<file path="src/rtl/datapath_seq.sv">
// Instruction sequencer for the 4-register ALU datapath. Micro-instructions are
// queued in a FIFO and issued as SETUP -> EXEC (write strobe) -> DONE.
module datapath_seq #(
  parameter int WORD_SIZE = 32,
  parameter int DEPTH     = 4
) (
  input  logic                 clk,
  input  logic                 rst,
  input  logic                 in_valid,
  output logic                 in_ready,
  input  logic [2:0]           in_op,
  input  logic [1:0]           in_src1,
  input  logic [1:0]           in_src2,
  input  logic [1:0]           in_dst,
  output logic [1:0]           dp_addr1,
  output logic [1:0]           dp_addr2,
  output logic [1:0]           dp_addr3,
  output logic [2:0]           dp_alu,
  output logic                 dp_wr,
  input  logic [WORD_SIZE-1:0] dp_result,
  input  logic                 dp_cout,
  output logic                 done,
  output logic [WORD_SIZE-1:0] done_result,
  output logic                 done_cout,
  output logic                 done_zero,
  output logic                 done_err,
  output logic                 busy
);

  localparam int AW = $clog2(DEPTH);
  localparam int CW = $clog2(DEPTH) + 1;

  localparam logic [1:0] S_IDLE  = 2'd0;
  localparam logic [1:0] S_SETUP = 2'd1;
  localparam logic [1:0] S_EXEC  = 2'd2;
  localparam logic [1:0] S_DONE  = 2'd3;

  // Instruction word layout: {op[2:0], src1[1:0], src2[1:0], dst[1:0]}
  logic [8:0]           fifo_q [DEPTH];
  logic [AW-1:0]        wr_ptr_q, rd_ptr_q;
  logic [CW-1:0]        count_q;
  logic                 full_s, empty_s, push_s, pop_s;
  logic [8:0]           head_s;

  logic [1:0]           state_q, state_d;
  logic [2:0]           cur_op_q, cur_op_d;
  logic [1:0]           addr1_q, addr1_d, addr2_q, addr2_d, addr3_q, addr3_d;
  logic [2:0]           alu_q, alu_d;
  logic                 wr_q, wr_d;
  logic                 done_q, done_d;
  logic [WORD_SIZE-1:0] res_q, res_d;
  logic                 cout_q, cout_d, zero_q, zero_d, err_q, err_d;

  assign full_s   = (count_q == CW'(DEPTH));
  assign empty_s  = (count_q == {CW{1'b0}});
  assign push_s   = in_valid & ~full_s;
  assign pop_s    = ~empty_s & ((state_q == S_IDLE) | (state_q == S_DONE));
  assign head_s   = fifo_q[rd_ptr_q];

  assign in_ready    = ~full_s;
  assign busy        = (state_q != S_IDLE) | ~empty_s;
  assign dp_addr1    = addr1_q;
  assign dp_addr2    = addr2_q;
  assign dp_addr3    = addr3_q;
  assign dp_alu      = alu_q;
  assign dp_wr       = wr_q;
  assign done        = done_q;
  assign done_result = res_q;
  assign done_cout   = cout_q;
  assign done_zero   = zero_q;
  assign done_err    = err_q;

  // FIFO storage needs no reset; occupancy is tracked by count_q.
  always_ff @(posedge clk) begin
    if (push_s) begin
      fifo_q[wr_ptr_q] <= {in_op, in_src1, in_src2, in_dst};
    end
  end

  always_ff @(posedge clk or posedge rst) begin
    if (rst) begin
      wr_ptr_q <= {AW{1'b0}};
      rd_ptr_q <= {AW{1'b0}};
      count_q  <= {CW{1'b0}};
    end else begin
      if (push_s) wr_ptr_q <= wr_ptr_q + AW'(1);
      if (pop_s)  rd_ptr_q <= rd_ptr_q + AW'(1);
      case ({push_s, pop_s})
        2'b10:   count_q <= count_q + CW'(1);
        2'b01:   count_q <= count_q - CW'(1);
        default: count_q <= count_q;
      endcase
    end
  end

  always_comb begin
    state_d  = state_q;
    cur_op_d = cur_op_q;
    addr1_d  = addr1_q;
    addr2_d  = addr2_q;
    addr3_d  = addr3_q;
    alu_d    = alu_q;
    wr_d     = 1'b0;
    done_d   = 1'b0;
    res_d    = res_q;
    cout_d   = cout_q;
    zero_d   = zero_q;
    err_d    = err_q;
    case (state_q)
      S_IDLE, S_DONE: begin
        if (pop_s) begin
          cur_op_d = head_s[8:6];
          addr1_d  = head_s[5:4];
          addr2_d  = head_s[3:2];
          addr3_d  = head_s[1:0];
          alu_d    = {1'b0, head_s[7:6]};
          state_d  = S_SETUP;
        end else begin
          state_d  = S_IDLE;
        end
      end
      S_SETUP: begin
        // Illegal ops retire with an error and never strobe a write.
        if (cur_op_q[2]) begin
          state_d = S_DONE;
          done_d  = 1'b1;
          res_d   = {WORD_SIZE{1'b0}};
          cout_d  = 1'b0;
          zero_d  = 1'b0;
          err_d   = 1'b1;
        end else begin
          state_d = S_EXEC;
          wr_d    = 1'b1;
        end
      end
      S_EXEC: begin
        state_d = S_DONE;
        done_d  = 1'b1;
        res_d   = dp_result;
        cout_d  = dp_cout;
        zero_d  = (dp_result == {WORD_SIZE{1'b0}});
        err_d   = 1'b0;
      end
      default: begin
        state_d = S_IDLE;
      end
    endcase
  end

  always_ff @(posedge clk or posedge rst) begin
    if (rst) begin
      state_q  <= S_IDLE;
      cur_op_q <= 3'd0;
      addr1_q  <= 2'd0;
      addr2_q  <= 2'd0;
      addr3_q  <= 2'd0;
      alu_q    <= 3'd0;
      wr_q     <= 1'b0;
      done_q   <= 1'b0;
      res_q    <= {WORD_SIZE{1'b0}};
      cout_q   <= 1'b0;
      zero_q   <= 1'b0;
      err_q    <= 1'b0;
    end else begin
      state_q  <= state_d;
      cur_op_q <= cur_op_d;
      addr1_q  <= addr1_d;
      addr2_q  <= addr2_d;
      addr3_q  <= addr3_d;
      alu_q    <= alu_d;
      wr_q     <= wr_d;
      done_q   <= done_d;
      res_q    <= res_d;
      cout_q   <= cout_d;
      zero_q   <= zero_d;
      err_q    <= err_d;
    end
  end

endmodule
</file>
<file path="config.mk">
export PLATFORM = sky130hd
export DESIGN_NAME = datapath_seq
export DESIGN_NICKNAME = d
export VERILOG_FILES = /design/src/rtl/datapath_seq.sv
export SDC_FILE = /design/constraint.sdc
export NUM_CORES = 1
export LEC_CHECK = 0
export ABC_AREA = 1
export BUFFER_PORTS_ARGS = -buffer_cell sky130_fd_sc_hd__buf_2
export CORE_MARGIN = 3
export CORE_UTILIZATION = 57
export CTS_CLUSTER_SIZE = 28
export DETAILED_ROUTE_END_ITERATION = 7
export GPL_TIMING_DRIVEN = 0
export PLACE_DENSITY = 0.9
export SYNTH_ARGS = -nofsm -noshare
export SYNTH_HDL_FRONTEND = slang
export SYNTH_SLANG_ARGS = --single-unit
</file>
<file path="constraint.sdc">
create_clock -name clk -period 3.9 [get_ports clk]
set_clock_uncertainty 0.15 [all_clocks]
set_input_delay 0.195 -clock clk [delete_from_list [all_inputs] [get_ports clk]]
set_output_delay 0.195 -clock clk [all_outputs]
set_load 0.01 [all_outputs]
</file>
# ---- After elaboration in Yosys (flattened, before gate mapping)
# Memories as Yosys holds them, arrays and structs flattened.
# Cells that the tools add are included.
dict set report totals {
  register_bits 57
  mem_bits_rw 36
  inputBits 45
  out_inout_bits 48
  word_cells 59
  mem_count 1
}
dict set report op_classes {
  n_addsub 4
  eq_ne 7
  muxes 17
  n_bitwise 6
  reduce_logical 9
}
# name words word_bits read_ports rd_clocked_by_memory_dff write_ports line_no
set memory_table {}
lappend memory_table {fifo_q 4 9 1 0 1 39} ;# logic [8:0] fifo_q [DEPTH];
# operator count
set op_table {}
lappend op_table {{case mux 32 bit (2 select lines)} 1}
lappend op_table {{zero test 32 bit} 1}
lappend op_table {{2-to-1 mux 32 bit} 1}
lappend op_table {{2-to-1 mux 1 bit} 9}
lappend op_table {{case mux 1 bit (2 select lines)} 4}
lappend op_table {{equality test 2 bit (second input constant)} 3}
lappend op_table {{case mux 2 bit (3 select lines)} 1}
lappend op_table {{case mux 3 bit (2 select lines)} 1}
lappend op_table {{nonzero test 2 bit} 3}
lappend op_table {{adder 2 x 1 -> 2 bit (second input constant)} 2}
lappend op_table {{equality test 2 x 1 -> 1 bit (second input constant)} 2}
lappend op_table {{AND reduction 2 bit} 2}
lappend op_table {{adder 3 x 1 -> 3 bit (second input constant)} 1}
lappend op_table {{equality test 3 bit (second input constant)} 1}
lappend op_table {{zero test 3 bit} 1}
lappend op_table {{subtractor 3 x 1 -> 3 bit (second input constant)} 1}
lappend op_table {{AND 1 bit} 2}
lappend op_table {{zero test 2 bit} 1}
lappend op_table {{inequality test 2 bit (second input constant)} 1}
lappend op_table {{inverter 1 bit} 2}
lappend op_table {{OR 1 bit} 2}
lappend op_table {{OR reduction 2 bit} 1}

# ---- Logic depth before layout (Yosys ltp)
# Gate-level depths: netlist (run 1).
dict set report depth {
  word_depth 5
  depth_mapped 13
  mapped_depth_nobuf 12
}

# ---- Least setup slack after synthesis (run 1)
# No wires, ideal clock.
dict set report synth_path {
  path_type {register to register}
  startpoint {reg state_q[0]}
  endpoint {reg count_q[2]}
  setup_time_ns 0.079
  arrival_time_ns 1.938
  required_ns 3.671
  path_slack_ns 1.733
  stages_incl_launch_ff 14
  path_buffers 1
  period_less_slack_ns 2.167
  cell_sequence {dfrtp_1 -> inv_1 -> ha_1 -> inv_1 -> nand2_4 -> inv_2 -> buf_6 -> ha_1 -> inv_1 -> fa_1 -> nor2_1 -> nor2_1 -> nand2_1 -> xor2_1}
}
dict set report synth_between {
  elab_chain_cells 5
  word_cells_on_any_way 8
  classes_between {eq/ne (3); mux (1); bitwise (2); reduce/logical (2)}
}
# item line_no
set synth_lines {}
lappend synth_lines {{start: declaration} 45} ;# logic [1:0] state_q, state_d;
lappend synth_lines {{start signal: assignment} 165} ;# state_q <= state_d;
lappend synth_lines {{equality test 2 bit / zero test 2 bit (equally long branches)} 57} ;# assign pop_s = ~empty_s & ((state_q == S_IDLE) | (state_q == S_DONE));
lappend synth_lines {{OR 1 bit (*)} 57}
lappend synth_lines {{AND 1 bit (*)} 57}
lappend synth_lines {{net pop_s} 42} ;# logic full_s, empty_s, push_s, pop_s;
lappend synth_lines {{equality test 2 x 1 -> 1 bit / equality test 2 bit (equally long branches)} 88} ;# case ({push_s, pop_s})
lappend synth_lines {{case mux 3 bit (2 select lines) / nonzero test 2 bit (equally long branches)} n/a}
lappend synth_lines {{end signal: assignment} 89} ;# 2'b10: count_q <= count_q + CW'(1);
lappend synth_lines {{end signal: assignment} 90} ;# 2'b01: count_q <= count_q - CW'(1);
lappend synth_lines {{end signal: assignment} 91} ;# default: count_q <= count_q;
lappend synth_lines {{end: declaration} 41} ;# logic [CW-1:0] count_q;
# Mark *: on every way through the listed nets, which the timed path passes. The rest lies on a longest branch.
# A chain may end at the register's enable or synchronous reset.

# ---- Worst setup path after layout (run 1)
# Ends and elaborated chain as after synthesis.

==> results_dict.tcl, run 1 <==
set metrics [dict create \
    grt_busiest_layer "met2" \
    endpoint_kind "flip-flop" \
    synth.largest_area_cell "dfrtp_1" \
    cp_cell_sequence "inv_1, ha_1, inv_1, nand2_4, inv_2, buf_6, ha_1, inv_1, fa_1, nor2_1, nor2_1, nand2_1, xor2_1" \
    criticalPathCategory "reg2reg" \
    grt_pass1_wl_um 15370 \
    p_leak_uw 0.002369 \
    coreArea_mm2 0.006131 \
    rsz0062_at_grt "false" \
    powerDensity_mw_per_mm2 803.0 \
    syn_to_final_growth_pct 31.46 \
    yosysUniqueCellTypes 26 \
    avgViaCountPerCell 5.513 \
    max_freq_mhz 412.7 \
    die_w_um 86.77 \
    hold_ws_ps 71.76 \
    tritoncts "yes" \
    clock-sinks 91 \
    cp_data_required_time_ps 4030 \
    cts_buffers 9 \
    drtIter0Drc 256 \
    io_pins 93 \
    grt_max_degree 44 \
    ys_ff_latch 91 \
    num_antenna_cells 0 \
    ys_warn_count 0 \
    period_needed_ps 2423 \
    antenna_found_initial 0 \
    fin_total_pwr_uw 3925 \
    min-delay-path-class "in2reg" \
    worstSetupStartpointType "flip-flop" \
    netlist_area_mm2 0.003719 \
    path_clk_slew_ps 80 \
    overflow 0 \
    die_area_mm2 0.007529 \
    synth_nets 393 \
    dp_hpwl_um 5732 \
    nets 539 \
    routed_wl_um 10030 \
    critPathMaxFanout 10 \
    grt_pass1_vias 3128 \
    relSlewSlack 0.3945 \
    routed-via-count 3115 \
    layout-drive-gt1-share 0.2673 \
    met1_usage 0.3067 \
    numPortBuffers 91 \
    min_period_over_period 0.6213 \
    arrival_ps 2550 \
    finalSetupViolCount 0 \
    crit_slowest_cell "fa_1" \
    fillCellCount 328 \
    post_cts_buffers 0 \
    outcome "complete, no violations" \
    cp_common_cell "inv_1" \
    synthCells 339 \
    worstMarginPinSlew_ps 904.9 \
    fp.dieH_um 86.77 \
    place_congestion 0.8020 \
    synth_edf_count 36 \
    dr.pass1.iters 5 \
    dpl-instance-area_mm2 0.004288 \
    drv_slew 0 \
    cp_slowest_stage_delay_ps 380 \
    grt_use_met2 0.4993 \
    drv_cap 0 \
    hold_viol_final 0 \
    use_met3 0.06464 \
    fin_area_mm2 0.004888 \
    ys.flop_type "dfrtp_1" \
    clk_path_buf_depth 2 \
    clk_latency_ps 360 \
    std_cell_rows 28 \
    initial_core_util 0.6065 \
    synth-async-reset-ratio 0.6044 \
    drc 0 \
    ir_worst_vdd_mv 0.5277 \
    wl_per_cell_um 17.75 \
    grt.total_usage 0.2763 \
    cts_root_buf "clkbuf_8" \
    syn_avg_cell_area_um2 10.97 \
    setup_tns_ps 0 \
    ys_seq_area_frac 0.6608 \
    postRouteAntennaNets 0 \
    ys_top_cells_by_area "dfrtp_1 (37%), edfxtp_1 (29%), nand2_1 (9.1%)" \
    cts_max_level 3 \
    yosys.area.top_type_share 0.3701 \
]
## flip-flops by register name, indices dropped and copies added (netlist names)
signal / flops
done_err: 1
dp_addr2: 2
done_result: 32
wr_ptr_q: 2
rd_ptr_q: 2
done_cout: 1
dp_wr: 1
dp_addr3: 2
count_q: 3
state_q: 2
fifo_q: 36
dp_addr1: 2
done_zero: 1
cur_op_q: 3
done: 1
## layout make-up
cell class                 instances  area, µm²  share of cell area
clock inverter                     5      38.79            0.007934
buffer                            14      113.9             0.02329
multi-input combinational        211       1061              0.2170
tap                               75      93.84             0.01920
clock buffer                      11      131.4             0.02687
sequential                        91       2457              0.5027
timing repair buffer             135      905.9              0.1853
inverter                          23      86.33             0.01766
## final timing paths
kind,startpoint,slack (ps),cells past startpoint,to
worst max-delay path,state_q[0],1480,13,count_q[2]
worst min-delay path,in_valid,70,3,wr_ptr_q[0]
worst max register to register,state_q[0],1480,13,count_q[2]
max in group asynchronous,rst,2890,4,wr_ptr_q[1]
min in group asynchronous,rst,170,3,rd_ptr_q[1]
worst min register to register,dp_addr3[1],330,2,dp_addr3[1]
## where the power goes
part           leakage (µW)  internal (µW)  switching, µW
Sequential          0.00101           1360            175
Clock             0.0000722            234            343
Combinational       0.00128            691           1120
Total               0.00237           2290           1640
## per-layer routing
| metal | vias to the layer above | wire length, µm |
|---|---|---|
| li1 | 1402 | - |
| met1 | 1491 | 3631 |
| met2 | 188 | 5196 |
| met3 | 34 | 859 |
| met4 | 0 | 341 |
| met5 | - | 0 |
## kinds of logic (layout without fill, tap and decap cells)
logic type	Yosys count	after routing	synth area share
xor gates and xnor gates	4	4	0.009423
adders and majority gates	9	9	0.03230
other	1	1	0.001008
buffers and inverters	37	188	0.05384
AOI/OAI and AO/OA	48	48	0.08445
and+or+nand+nor	149	149	0.1581
DFF	91	91	0.6608
## stage by stage
step | utilization | setup slack [ps] | instances
finish | 0.7973 | 1477 | 565
global route | 0.7973 | 1291 | 565
CTS | 0.7973 | 1473 | 565
detailed placement | 0.6994 | 1496 | 506
global placement | 0.6961 | 1559 | 505
floorplan | - | 1733 | 339
## cell usage after synthesis (2+ instances only)
library cell,instances
nand2_1,90
a22o_1,16
o21ai_0,21
inv_1,17
nand4_1,3
buf_2,4
xor2_1,3
o22ai_1,8
inv_2,6
a21oi_1,2
buf_4,5
edfxtp_1,36
dfrtp_1,55
nor2_1,50
buf_6,5
ha_1,8
## what timing repair did
item / CTS / global route
hold buffers: 43 / 0
hold endpoints to repair: 124 / 0
resized for setup: 0 / 0
## worst max-delay path: cells and delay by family (launching register included)
family	cells	cell delay, ps
fa+ha+maj	3	840
flops	1	350
xor+xnor	1	140
simple gates	4	360
buf+inv	5	530
## layout by cell type, fill, tap and decap left out
master	instances
o21ai_0	21
o22ai_1	8
clkbuf_1	2
dfrtp_1	55
xnor2_1	1
edfxtp_1	36
nand2_1	90
nand3_2	1
inv_1	16
clkinvlp_4	4
a22o_1	16
a21oi_1	2
inv_6	1
buf_4	5
xor2_1	3
fa_1	1
or2_1	1
buf_6	5
nor2_1	50
conb_1	1
inv_2	7
buf_2	95
nor3_1	1
nand3_1	1
nand2_4	1
ha_1	8
buf_12	1
nand2_2	1
clkbuf_8	9
nand4_1	3
dlygate4sd3_1	43
o21ai_2	1
Power figures use the tool's default switching activity.
==> run 2: changes to the inputs <==
- CORE_UTILIZATION: 57 -> 53
- PLACE_DENSITY: 0.9 -> 0.85
- clock period: 3.9 -> 2.3 ns (I/O delays scaled with it)
==> run 2 against run 1 <==
Effect of this change:
- global-route usage shrank 2.4 points
- critical path depth did not move
- worst setup slack lost 1300 ps
- largest power group unchanged
==> results_dict.tcl, run 2 (synthesized netlist as in run 1, its figures left out) <==
set metrics [dict create \
    outcome "complete, no violations" \
    largest-register "fifo_q" \
    met1_length_um 3932 \
    final_common_cell "buf_2" \
    cts_root_buf "clkbuf_8" \
    std_cell_rows 29 \
    min_period_over_period 0.9349 \
    intPower_uw 4133 \
    hold_viol_final 0 \
    drc 0 \
    routed_wl_um 9768 \
    drv_cap 0 \
    fillCellCount 373 \
    clk_latency_ps 350 \
    routed-via-count 3108 \
    die_w_um 89.76 \
    clock_power_share 0.160 \
    drtIter0Drc 191 \
    relSlewSlack 0.4073 \
    fp.dieH_um 89.76 \
    worstRegToRegCells 13 \
    grt.total_usage 0.2523 \
    tritoncts "yes" \
    arrival_ps 2280 \
    io_pins 93 \
    ir_worst_vdd_mv 0.6033 \
    setup_ws_ps 149.7 \
    largest_reg_flops 36 \
    die_area_mm2 0.008057 \
    clock-sinks 91 \
    power_switching_share 0.4062 \
    avgViaCountPerCell 5.277 \
    dp_hpwl_um 5742 \
    grt_max_degree 29 \
    rr_startpoint "state_q[1]" \
    grt_pass1_wl_um 16270 \
    initial_core_util 0.5662 \
    share_comb_of_total_power 0.465 \
    seqCellArea_mm2 0.002457 \
    endpoint_kind "flip-flop" \
    met3WireLength_um 810 \
    postRouteAntennaNets 0 \
    nets 545 \
    cts_max_level 3 \
    period_needed_ps 2150 \
    layout-drive-gt1-share 0.2883 \
    critPathMaxFanout 4 \
    fin_total_pwr_uw 6960 \
    p_seq_frac 0.375 \
    dr.pass1.iters 5 \
    coreArea_mm2 0.006568 \
    wl_per_cell_um 16.58 \
    r2r_end "count_q[2]" \
    p_leak_uw 0.002420 \
    place_congestion 0.8048 \
    clk_path_buf_depth 2 \
    cts_buffers 9 \
    grt_pass1_vias 3213 \
    min-delay-path-class "in2async" \
    worstSetupStartpointType "flip-flop" \
    r2r_slack_ps 150 \
    multi_input_area_mm2 0.001075 \
    numPortBuffers 91 \
    power_switching_uw 2827 \
    mostFrequentLayoutCells "buf_2 (95), nand2_1 (90), dfrtp_1 (55), nor2_1 (50), dlygate4sd3_1 (44)" \
    num_antenna_cells 0 \
    drv_slew 0 \
    syn_to_final_growth_pct 34.83 \
    max_freq_mhz 465.0 \
    overflow 0 \
    path_clk_slew_ps 100 \
    worstMarginPinSlew_ps 885.8 \
    powerDensity_mw_per_mm2 1388 \
    top_layer "met4" \
    antenna_found_initial 0 \
    wl_met2_um 4745 \
    criticalPathCategory "reg2reg" \
    hold_ws_ps 232.9 \
    cp_data_required_time_ps 2430 \
    pre_cts_slack_ps -70.09 \
    finalSetupViolCount 0 \
]
run 2: cell count changes in the layout (fill, tap and decap cells not counted), moves of 2 or more:
cell	delta
buf_4	+5
inv_1	-3
clkbuf_1	-2
clkinvlp_4	-2
inv_2	+2
inv_6	+2
run 2: cell type report:
type                    count  share of cell area
multi-input cells         211              0.2144
repair buffers            141              0.1902
well taps                  93             0.02321
flip-flops and latches     91              0.4901
clock buffers               9             0.02471
clock inverters             7             0.01647
plain buffers              14             0.02271
inverters                  23             0.01822
run 2: through the flow:
| stage | std cells | setup TNS [ps] | utilization | area (µm²) |
|---|---|---|---|---|
| floorplan | 339 | 0 | - | 3719 |
| global placement | 523 | -14.70 | 0.6533 | 4290 |
| detailed placement | 524 | -70.09 | 0.6563 | 4310 |
| CTS | 585 | 0 | 0.7560 | 4965 |
| global route | 589 | -9.687 | 0.7634 | 5014 |
| finish | 589 | 0 | 0.7634 | 5014 |
run 2: critical path: stages, from the launching register on:
cell and delay [ps]:
dfrtp_1 350, inv_1 60, ha_1 310, inv_2 110
nand2_8 70, inv_6 60, buf_6 90, ha_2 160
inv_2 40, fa_2 330, nor2_1 90, nor2_1 50
nand2_1 60, xor2_1 140
run 2: layer usage:
layer | track usage | vias to the layer above
li1 | - | 1425
met1 | 0.3239 | 1478
met2 | 0.4060 | 175
met3 | 0.06678 | 30
met4 | 0.1124 | 0
met5 | 0 | -
run 2: how the worst max path moves through the flow:
stage	slack, ps	from	cells past startpoint	endpoint
after floorplan	130	state_q[0]	13	count_q[2]
after global placement	-10	state_q[0]	13	count_q[2]
after detailed placement	-70	state_q[0]	13	count_q[2]
after CTS	2	state_q[0]	13	count_q[2]
after global routing	-10	state_q[1]	13	count_q[2]
final	150	state_q[1]	13	count_q[2]
run 2: power groups by stage:
stage | clock network (µW) | logic [µW] | registers (µW)
floorplan | 0 | 1790 | 2720
global placement | 0 | 2750 | 2580
detailed placement | 0 | 2870 | 2600
CTS | 1130 | 2990 | 2570
global route | 1200 | 3570 | 2660
finish | 1110 | 3240 | 2610
run 2: what timing repair did:
item,CTS,global route
endpoints found under the hold margin,99,0
hold buffers,44,0
buffers inserted,1,4
endpoints found under the setup margin,1,1
gates resized for setup,1,7
pin swaps,0,3
